<file path="config.mk">
export PLATFORM = sky130hd
export DESIGN_NAME = r32_prefetch_unit
export DESIGN_NICKNAME = d
export VERILOG_FILES = /design/src/rtl/r32_prefetch_unit.sv
export SDC_FILE = /design/constraint.sdc
export NUM_CORES = 1
export LEC_CHECK = 0
export CAP_MARGIN = 20
export CORE_ASPECT_RATIO = 0.75
export CORE_MARGIN = 5
export CORE_UTILIZATION = 31
export CTS_BUF_LIST = sky130_fd_sc_hd__clkbuf_8
export DETAILED_ROUTE_END_ITERATION = 10
export PLACE_DENSITY = 0.54
export SYNTH_ARGS = -nofsm -noshare
export SYNTH_HDL_FRONTEND = slang
export SYNTH_SLANG_ARGS = --single-unit
</file>
<file path="constraint.sdc">
create_clock -name i_clock -period 4.1 [get_ports i_clock]
set_input_delay 0.615 -clock i_clock [delete_from_list [all_inputs] [get_ports i_clock]]
set_output_delay 0.615 -clock i_clock [all_outputs]
set_load 0.05 [all_outputs]
</file>
<file path="src/rtl/r32_prefetch_unit.sv">
// Instruction prefetch unit: keeps a small FIFO of fetched words ahead of the
// decoder, with one outstanding memory request and flush-on-redirect.
module r32_prefetch_unit #(
  parameter int                XLEN         = 32,
  parameter int                DEPTH        = 4,
  parameter logic [XLEN-1:0]   RESET_VECTOR = 32'h0000_0000
) (
  input  logic                           i_clock,
  input  logic                           i_reset,
  output logic                           o_mem_req,
  output logic [XLEN-1:0]                o_mem_addr,
  input  logic                           i_mem_ack,
  input  logic [XLEN-1:0]                i_mem_rdata,
  output logic                           o_instr_valid,
  output logic [XLEN-1:0]                o_instr,
  output logic [XLEN-1:0]                o_instr_pc,
  input  logic                           i_instr_ready,
  input  logic                           i_redirect,
  input  logic [XLEN-1:0]                i_redirect_pc,
  output logic [$clog2(DEPTH+1)-1:0]     o_level,
  output logic                           o_error
);

  localparam int LW = $clog2(DEPTH + 1);
  localparam int PW = $clog2(DEPTH);
  localparam logic [LW-1:0] DEPTH_L = LW'(DEPTH);

  typedef enum logic [1:0] {
    IDLE  = 2'd0,
    FETCH = 2'd1,
    DRAIN = 2'd2
  } state_t;

  state_t            state_q, state_d;
  logic              mem_req_q, mem_req_d;
  logic [XLEN-1:0]   mem_addr_q, mem_addr_d;
  logic [XLEN-1:0]   fetch_pc_q, fetch_pc_d;
  logic              error_q;

  logic [XLEN-1:0]   buf_data [DEPTH];
  logic [XLEN-1:0]   buf_pc   [DEPTH];
  logic [PW-1:0]     wr_ptr, rd_ptr;
  logic [LW-1:0]     count;

  logic              push, pop;
  logic [LW-1:0]     level_after;
  logic [XLEN-1:0]   redirect_tgt;

  assign redirect_tgt = {i_redirect_pc[XLEN-1:2], 2'b00};

  // A redirect wins over both the pop and any arriving data.
  assign pop         = (count != '0) && i_instr_ready && !i_redirect;
  assign push        = (state_q == FETCH) && i_mem_ack && !i_redirect &&
                       ((count < DEPTH_L) || pop);
  assign level_after = count + LW'(push) - LW'(pop);

  always_comb begin
    state_d    = state_q;
    mem_req_d  = mem_req_q;
    mem_addr_d = mem_addr_q;
    fetch_pc_d = fetch_pc_q;
    if (i_redirect) begin
      fetch_pc_d = redirect_tgt;
    end
    case (state_q)
      IDLE: begin
        if (i_redirect) begin
          state_d    = FETCH;
          mem_req_d  = 1'b1;
          mem_addr_d = redirect_tgt;
        end else if (count < DEPTH_L) begin
          state_d    = FETCH;
          mem_req_d  = 1'b1;
          mem_addr_d = fetch_pc_q;
        end
      end
      FETCH: begin
        if (i_mem_ack) begin
          if (i_redirect) begin
            mem_addr_d = redirect_tgt;
          end else begin
            fetch_pc_d = fetch_pc_q + XLEN'(4);
            if (level_after < DEPTH_L) begin
              mem_addr_d = fetch_pc_q + XLEN'(4);
            end else begin
              state_d   = IDLE;
              mem_req_d = 1'b0;
            end
          end
        end else if (i_redirect) begin
          state_d = DRAIN;
        end
      end
      DRAIN: begin
        // The stale response is dropped; refetch from the newest target.
        if (i_mem_ack) begin
          state_d    = FETCH;
          mem_req_d  = 1'b1;
          mem_addr_d = i_redirect ? redirect_tgt : fetch_pc_q;
        end
      end
      default: begin
        state_d   = IDLE;
        mem_req_d = 1'b0;
      end
    endcase
  end

  always_ff @(posedge i_clock or negedge i_reset) begin
    if (!i_reset) begin
      state_q    <= IDLE;
      mem_req_q  <= 1'b0;
      mem_addr_q <= '0;
      fetch_pc_q <= RESET_VECTOR;
      error_q    <= 1'b0;
    end else begin
      state_q    <= state_d;
      mem_req_q  <= mem_req_d;
      mem_addr_q <= mem_addr_d;
      fetch_pc_q <= fetch_pc_d;
      if (i_redirect && (i_redirect_pc[1:0] != 2'b00)) begin
        error_q <= 1'b1;
      end
    end
  end

  always_ff @(posedge i_clock or negedge i_reset) begin
    if (!i_reset) begin
      wr_ptr <= '0;
      rd_ptr <= '0;
      count  <= '0;
      for (int i = 0; i < DEPTH; i++) begin
        buf_data[i] <= '0;
        buf_pc[i]   <= '0;
      end
    end else if (i_redirect) begin
      wr_ptr <= '0;
      rd_ptr <= '0;
      count  <= '0;
    end else begin
      if (push) begin
        buf_data[wr_ptr] <= i_mem_rdata;
        buf_pc[wr_ptr]   <= mem_addr_q;
        wr_ptr           <= wr_ptr + PW'(1);
      end
      if (pop) begin
        rd_ptr <= rd_ptr + PW'(1);
      end
      count <= level_after;
    end
  end

  assign o_mem_req     = mem_req_q;
  assign o_mem_addr    = mem_addr_q;
  assign o_instr_valid = (count != '0);
  assign o_instr       = buf_data[rd_ptr];
  assign o_instr_pc    = buf_pc[rd_ptr];
  assign o_level       = count;
  assign o_error       = error_q;

endmodule

</file>
==> Flow_metrics.wiki, run 1 <==
{| class="wikitable"
! Metric !! Value
|-
| Final Critical Period || 3.71 ns
|-
| Die outline height || 204 um
|-
| Fin area || 0.0192 mm2
|-
| Post-DP HPWL || 25.9 mm
|-
| DRC marker count from the first detailed-route iteration || 563
|-
| Avg Cell Area, Syn || 14.4 um2
|-
| Fin worst setup slack || 0.393 ns
|-
| Clock edge transition at the registers on the reported setup and hold paths || 0.06 ns
|-
| Fraction of registers with async set or reset after synthesis || 1.00
|-
| Drt wl/cell || 20.7 um
|-
| Placed Instance Area || 0.0180 mm2
|-
| Worst setup SP type || register
|-
| Number of flops mapped to enable cells by yosys || 0
|-
| Total GRT Usage || 0.149
|-
| Number of antenna violations at the first check in global routing || 0
|-
| Post-synthesis to final-layout area growth || 23.7%
|-
| Power density relative to cell area || 756 mW/mm2
|-
| Post-synth cell types || 57
|-
| Design internal power || 8.61 mW
|-
| RSZ-0062 raised after global routing || no
|-
| Max-capacitance violation count || 0
|-
| Footprint of the multi-input gates || 0.00678 mm2
|-
| Tightest Pin Transition || 0.927 ns
|-
| Maximum clock insertion buffer count || 3
|-
| CP endpoint kind || primary output
|-
| CTS Root Cell || sky130_fd_sc_hd__clkbuf_8
|-
| Power Total || 14.5 mW
|-
| Fraction of final layout cells with drive strength greater than 1 || 0.359
|-
| Final setup violating endpoints || 0
|-
| Part of the total power dissipated in combinational logic || 0.435
|-
| Number of global-route vias before repair || 10600
|-
| Switching Share || 0.408
|-
| Cell with the most instances after synthesis || sky130_fd_sc_hd__dfrtp_1
|-
| Iteration count of the initial detailed-routing pass || 5
|-
| Fill cell instance count of the final layout || 4716
|-
| Part of the total power dissipated in the clock network || 0.222
|-
| Nets || 1337
|-
| Num ports || 171
|-
| Fraction of power consumed by sequential logic || 0.343
|-
| Footprint of the flip-flops and latches || 0.00829 mm2
|-
| Die Outline Area || 0.0548 mm2
|-
| Vias post-DR || 9870
|-
| Post-synth net total || 1155
|-
| GPL Wtd Cong || 0.826
|-
| Sequential area share after synthesis || 0.533
|-
| Depth of the worst hold-timing path || 2
|-
| Final Slew Violations || 0
|-
| Ranking of synthesized cells by instance count || sky130_fd_sc_hd__dfrtp_1 (331), sky130_fd_sc_hd__mux2_2 (268), sky130_fd_sc_hd__mux4_2 (64), sky130_fd_sc_hd__nand3_1 (36), sky130_fd_sc_hd__buf_4 (30)
|-
| Clock H-tree levels || 2
|-
| Final Hold Viols || 0
|-
| Total overflow reported by the global router || 0
|-
| Main synth FF type || sky130_fd_sc_hd__dfrtp_1
|-
| Global-route wire length before repair || 64.0 mm
|-
| Number of instances in the synthesized netlist || 1078
|-
| Setup clock skew after layout || 0.0321 ns
|-
| Total of buffers placed on input and output ports || 170
|-
| Wire length reported by the detailed router || 40.7 mm
|-
| Post-CTS Setup Inserts || 0
|-
| Arrival time of the worst setup path || 3.09 ns
|-
| Number of routed nets with antenna violations || 0
|-
| Avg Vias per Cell || 5.02
|-
| Std-Cell Core Area || 0.0499 mm2
|-
| Peak Freq || 0.270 GHz
|-
| Area share of the largest cell type after synthesis || 0.533
|-
| Flops & latches, synth || 331
|-
| Pre-CTS WS || 0.256 ns
|-
| Post-Route Utilization || 0.385
|-
| Effective utilization at floorplan || 0.312
|-
| Synth top area cells || sky130_fd_sc_hd__dfrtp_1 (53%), sky130_fd_sc_hd__mux2_2 (19%), sky130_fd_sc_hd__mux4_2 (9.3%)
|-
| Number of buffers added by the clock tree synthesis step || 56
|-
| Ratio of final minimum period to clock period || 0.904
|-
| Hold/Removal Path Class || input pin to register
|-
| Pin count of the biggest net entering global routing || 84
|-
| Post-cts resize count || 0
|-
| Number of warnings issued by yosys || 0
|-
| Worst supply voltage drop on vdd || 0.000586 V
|-
| Width of the die || 269 um
|-
| Biggest area consumer among synthesized cells || sky130_fd_sc_hd__dfrtp_1
|-
| Result of the run || finished, final reports clean
|-
| Mapped Area || 0.0156 mm2
|-
| Leakage dissipation || 8.41 nW
|-
| Ant. Diodes || 0
|-
| Clock latency of the later-clocked register in the worst-skew pair || 0.63 ns
|-
| Required time at the worst-slack endpoint || 3.48 ns
|-
| Cell count of the worst reg-to-reg path || 13
|-
| Critical path class || register to primary output
|-
| Max_slew headroom || 0.378
|-
| Crit path max fanout || 23
|-
| Switching power of the nets || 5.93 mW
|-
| Detailed-route DRC error count || 0
|-
| Setup total negative slack || 0 ns
|-
| Number of sinks handled by clock tree synthesis || 331
|-
| Number of rows created at floorplan || 71
|-
| TritonCTS clock tree || done
|}
## worst max-delay path, stage by stage (launching register included)
cell,delay (ns)
sky130_fd_sc_hd__dfrtp_4,0.77
sky130_fd_sc_hd__buf_4,0.38
sky130_fd_sc_hd__mux4_2,0.57
sky130_fd_sc_hd__clkdlybuf4s50_1,0.73
## cells by family after synthesis
kind of cell,after synthesis,synth area share
flip-flops,331,0.533
AND/OR/NAND/NOR,174,0.0681
AO/OA/AOI/OAI,97,0.0435
XOR/XNOR,18,0.0110
multiplexers,359,0.305
adder cells (fa/ha/maj),8,0.00692
buffers and inverters,91,0.0334
## layout make-up
| class | count | share of cell area |
|---|---|---|
| flip-flops and latches | 331 | 0.431 |
| multi-input cells | 656 | 0.353 |
| repair buffers | 201 | 0.107 |
| clock buffers | 71 | 0.0508 |
| well taps | 657 | 0.0427 |
| clock inverters | 35 | 0.0133 |
| inverters | 14 | 0.00273 |
## through the flow
step           cells  hold WS, ns
2_1_floorplan   1078        0.319
3_3_place_gp    1858        0.452
3_5_place_dp    1858        0.451
4_1_cts         1965        0.153
5_1_grt         1965        0.199
6_report        1965        0.254
## placed cells by master (no fill, tap or decap), drive strengths merged, types with 12 or more instances in the layout
| master | netlist | routed |
|---|---|---|
| buf | 60 | 32 |
| mux2 | 273 | 273 |
| mux4 | 64 | 64 |
| inv | 14 | 36 |
| o21ai | 12 | 12 |
| mux2i | 22 | 22 |
| nand4 | 15 | 15 |
| and3 | 19 | 19 |
| dfrtp | 331 | 331 |
| nand3 | 36 | 36 |
| xnor2 | 13 | 13 |
| a21oi | 17 | 17 |
| o31ai | 22 | 22 |
| clkbuf | 17 | 71 |
| clkdlybuf4s50 | 0 | 168 |
| nand2 | 12 | 12 |
| nor2 | 27 | 27 |
| a31oi | 16 | 16 |
| and2 | 13 | 13 |
| nor4 | 14 | 14 |
## layer usage
layer,vias up,global-route usage,part of all wire
li1,4411,-,-
met1,5191,0.214,0.48
met2,216,0.231,0.46
met3,52,0.0333,0.046
met4,0,0.0349,0.017
met5,-,0,0
## power groups by stage
stage	logic, mW	clock network, mW	registers, mW
2_1_floorplan	4.09	0	5.19
3_3_place_gp	6.33	0	5.02
3_5_place_dp	6.40	0	5.04
4_1_cts	6.42	3.39	4.99
5_1_grt	6.68	3.53	5.12
6_report	6.33	3.23	4.98
## what timing repair did
action | 4_1_cts | 5_1_grt
hold buffers | 1 | 0
endpoints found under the hold margin | 78 | 0
endpoints found under the setup margin | 0 | 0
## path summary, 6_finish.rpt
kind / startpoint / slack (ns) / end
max in group asynchronous: i_reset / 2.60 / buf_data[67]$_DFFE_PN0P_
min in group asynchronous: i_reset / 0.60 / buf_data[58]$_DFFE_PN0P_
worst min-delay path: i_redirect / 0.25 / o_level[1]$_DFF_PN0_
worst max register to register: o_level[1]$_DFF_PN0_ / 0.75 / o_mem_addr[0]$_DFFE_PN0P_
worst max-delay path: rd_ptr[0]$_DFFE_PN0P_ / 0.39 / o_instr[31]
worst min register to register: o_error$_DFFE_PN0P_ / 0.47 / o_error$_DFFE_PN0P_
## sequential cells by signal, indices dropped and copies added (netlist names)
register	cells
buf_data	128
buf_pc	128
fetch_pc_q	32
o_mem_addr	32
o_level	3
rd_ptr	2
state_q	2
wr_ptr	2
o_error	1
o_mem_req	1
Power figures use the tool's default switching activity.
==> run 2, diff against run 1 <==
==> constraint.sdc (replaced) <==
create_clock -name i_clock -period 4.1 [get_ports i_clock]
set_input_delay 0.615 -clock i_clock [delete_from_list [all_inputs] [get_ports i_clock]]
set_output_delay 0.615 -clock i_clock [all_outputs]
set_load 0.005 [all_outputs]
==> run 2 against run 1 <==
Utilization shrank 0.39 points. Worst setup slack improved by 0.29 ns. Wire length fell by 1.9%. Power fell by 17%. Sequential power hardly changed. Largest power group is now registers. Highest routed layer unchanged.
==> Flow_metrics.wiki, run 2 (synthesis gave the netlist of run 1 again) <==
{| class="wikitable"
! Metric !! Value
|-
| Pre-CTS WS || 0.280 ns
|-
| Drt wl/cell || 20.4 um
|-
| Width of the die || 269 um
|-
| Global-route wire length before repair || 63.5 mm
|-
| Design internal power || 8.29 mW
|-
| Setup total negative slack || 0 ns
|-
| Iteration count of the initial detailed-routing pass || 4
|-
| Fraction of final layout cells with drive strength greater than 1 || 0.355
|-
| CTS Root Cell || sky130_fd_sc_hd__clkbuf_8
|-
| Required time at the worst-slack endpoint || 3.48 ns
|-
| Peak Freq || 0.293 GHz
|-
| TritonCTS clock tree || done
|-
| Number of global-route vias before repair || 10700
|-
| Arrival time of the worst setup path || 2.80 ns
|-
| Final Critical Period || 3.42 ns
|-
| Num ports || 171
|-
| Power Total || 12.1 mW
|-
| Clock H-tree levels || 2
|-
| Total of buffers placed on input and output ports || 170
|-
| GPL Wtd Cong || 0.834
|-
| Total GRT Usage || 0.147
|-
| Crit path max fanout || 25
|-
| Total overflow reported by the global router || 0
|-
| RSZ-0062 raised after global routing || no
|-
| Power density relative to cell area || 634 mW/mm2
|-
| Leakage dissipation || 8.30 nW
|-
| Vias post-DR || 9831
|-
| Number of sinks handled by clock tree synthesis || 331
|-
| Number of routed nets with antenna violations || 0
|-
| Fraction of power consumed by sequential logic || 0.413
|-
| Fin worst setup slack || 0.684 ns
|-
| Post-Route Utilization || 0.382
|-
| Avg Vias per Cell || 5.03
|-
| Die outline height || 204 um
|-
| Wire length reported by the detailed router || 40.0 mm
|-
| Fill cell instance count of the final layout || 4761
|-
| Reg2Reg Setup Slack || 0.77 ns
|-
| Detailed-route DRC error count || 0
|-
| Part of the total power dissipated in combinational logic || 0.350
|-
| Number of buffers added by the clock tree synthesis step || 56
|-
| Most common cell after layout, fill and taps aside || sky130_fd_sc_hd__dfrtp_1
|-
| Leading cell types in the layout, fill and taps excluded || sky130_fd_sc_hd__dfrtp_1 (329), sky130_fd_sc_hd__mux2_2 (268), sky130_fd_sc_hd__clkdlybuf4s50_1 (168)
|-
| Number of rows created at floorplan || 71
|-
| Max_slew headroom || 0.392
|-
| Number of antenna violations at the first check in global routing || 1
|-
| Nets || 1333
|-
| DRC marker count from the first detailed-route iteration || 416
|-
| Std-Cell Core Area || 0.0499 mm2
|-
| Tightest Pin Transition || 0.906 ns
|-
| Post-cts resize count || 0
|-
| Footprint of the flip-flops and latches || 0.00829 mm2
|-
| Result of the run || finished, final reports clean
|-
| Clock edge transition at the registers on the reported setup and hold paths || 0.06 ns
|-
| Cell count of the worst reg-to-reg path || 13
|-
| Launch point of the worst reg-to-reg path || state_q[0]$_DFFE_PN0P_
|-
| Largest registers || buf_data (128), buf_pc (128)
|-
| Switching Share || 0.313
|-
| Endpoint of the most critical register-to-register path || o_mem_addr[0]$_DFFE_PN0P_
|-
| Ratio of final minimum period to clock period || 0.833
|-
| Worst supply voltage drop on vdd || 0.000331 V
|-
| Clock latency of the later-clocked register in the worst-skew pair || 0.63 ns
|-
| Final Hold Viols || 0
|-
| Part of the total power dissipated in the clock network || 0.237
|-
| Maximum clock insertion buffer count || 3
|-
| Critical path class || register to primary output
|-
| Effective utilization at floorplan || 0.312
|-
| Pin count of the biggest net entering global routing || 94
|-
| Worst Setup EP || o_instr_pc[11]
|-
| Depth of the worst hold-timing path || 2
|-
| First element of the critical path || rd_ptr[0]$_DFFE_PN0P_
|-
| Max-capacitance violation count || 0
|-
| Die Outline Area || 0.0548 mm2
|-
| Hold/Removal Path Class || input pin to register
|-
| Footprint of the multi-input gates || 0.00678 mm2
|-
| CP endpoint kind || primary output
|-
| Post-DP HPWL || 25.9 mm
|-
| Final Slew Violations || 0
|-
| Post-synthesis to final-layout area growth || 22.5%
|-
| Switching power of the nets || 3.78 mW
|-
| Post-CTS Setup Inserts || 0
|-
| Worst setup SP type || register
|-
| Final setup violating endpoints || 0
|-
| Setup clock skew after layout || 0.0338 ns
|}
run 2: cell count changes in the layout (fill, tap and decap cells not counted):
cell                        before  now
sky130_fd_sc_hd__bufinv_16       4    0
sky130_fd_sc_hd__buf_4          20   17
sky130_fd_sc_hd__inv_1          35   34
sky130_fd_sc_hd__clkbuf_8       71   68
sky130_fd_sc_hd__diode_2         0    1
sky130_fd_sc_hd__clkinv_4        0    1
sky130_fd_sc_hd__buf_12         10    9
run 2: worst max-delay path: stages, from the launching register on:
cell                              delay [ns]
sky130_fd_sc_hd__dfrtp_4                0.75
sky130_fd_sc_hd__buf_12                 0.32
sky130_fd_sc_hd__mux4_2                 0.60
sky130_fd_sc_hd__clkdlybuf4s50_1        0.48
run 2: area by class of cell:
type / instances / share of cell area
multi-input combinational: 656 / 0.356
timing repair buffer: 197 / 0.106
antenna: 1 / 0.000131
sequential: 331 / 0.435
tap: 657 / 0.0432
clock buffer: 68 / 0.0491
clock inverter: 31 / 0.00736
inverter: 14 / 0.00276
run 2: metrics by stage:
step	area (um2)	hold WS [ns]	cells
floorplan	15600	0.319	1078
global placement	18000	0.454	1854
detailed placement	18000	0.460	1854
CTS	19000	0.151	1954
global route	19000	0.198	1955
finish	19000	0.228	1955
run 2: repair_timing:
item / 4_1_cts / 5_1_grt
setup endpoints to repair: 0 / 0
hold buffers: 1 / 0
hold endpoints to repair: 77 / 0
run 2: worst min-delay path by stage:
stage	from	to	slack, ns
global placement	o_error$_DFFE_PN0P_	o_error$_DFFE_PN0P_	0.45
CTS	i_redirect	o_level[0]$_DFF_PN0_	0.15
global route	i_redirect	o_level[0]$_DFF_PN0_	0.20
floorplan	i_reset	buf_data[0]$_DFFE_PN0P_	0.32
finish	i_redirect	o_level[0]$_DFF_PN0_	0.23
detailed placement	o_error$_DFFE_PN0P_	o_error$_DFFE_PN0P_	0.46
run 2: per-layer routing:
metal | global-route usage | part of all wire | vias to the layer above | wire length [um]
li1 | - | - | 4417 | -
met1 | 0.210 | 0.48 | 5131 | 19000
met2 | 0.224 | 0.45 | 216 | 17800
met3 | 0.0332 | 0.055 | 67 | 2180
met4 | 0.0455 | 0.024 | 0 | 964
met5 | 0 | 0 | - | 0
run 2: power groups by stage:
stage | registers [mW] | clock network, mW | logic (mW)
finish | 4.98 | 2.86 | 4.23
global route | 5.12 | 3.15 | 4.58
CTS | 4.99 | 3.00 | 4.32
detailed placement | 5.04 | 0 | 4.29
global placement | 5.02 | 0 | 4.24
floorplan | 4.64 | 0 | 2.48
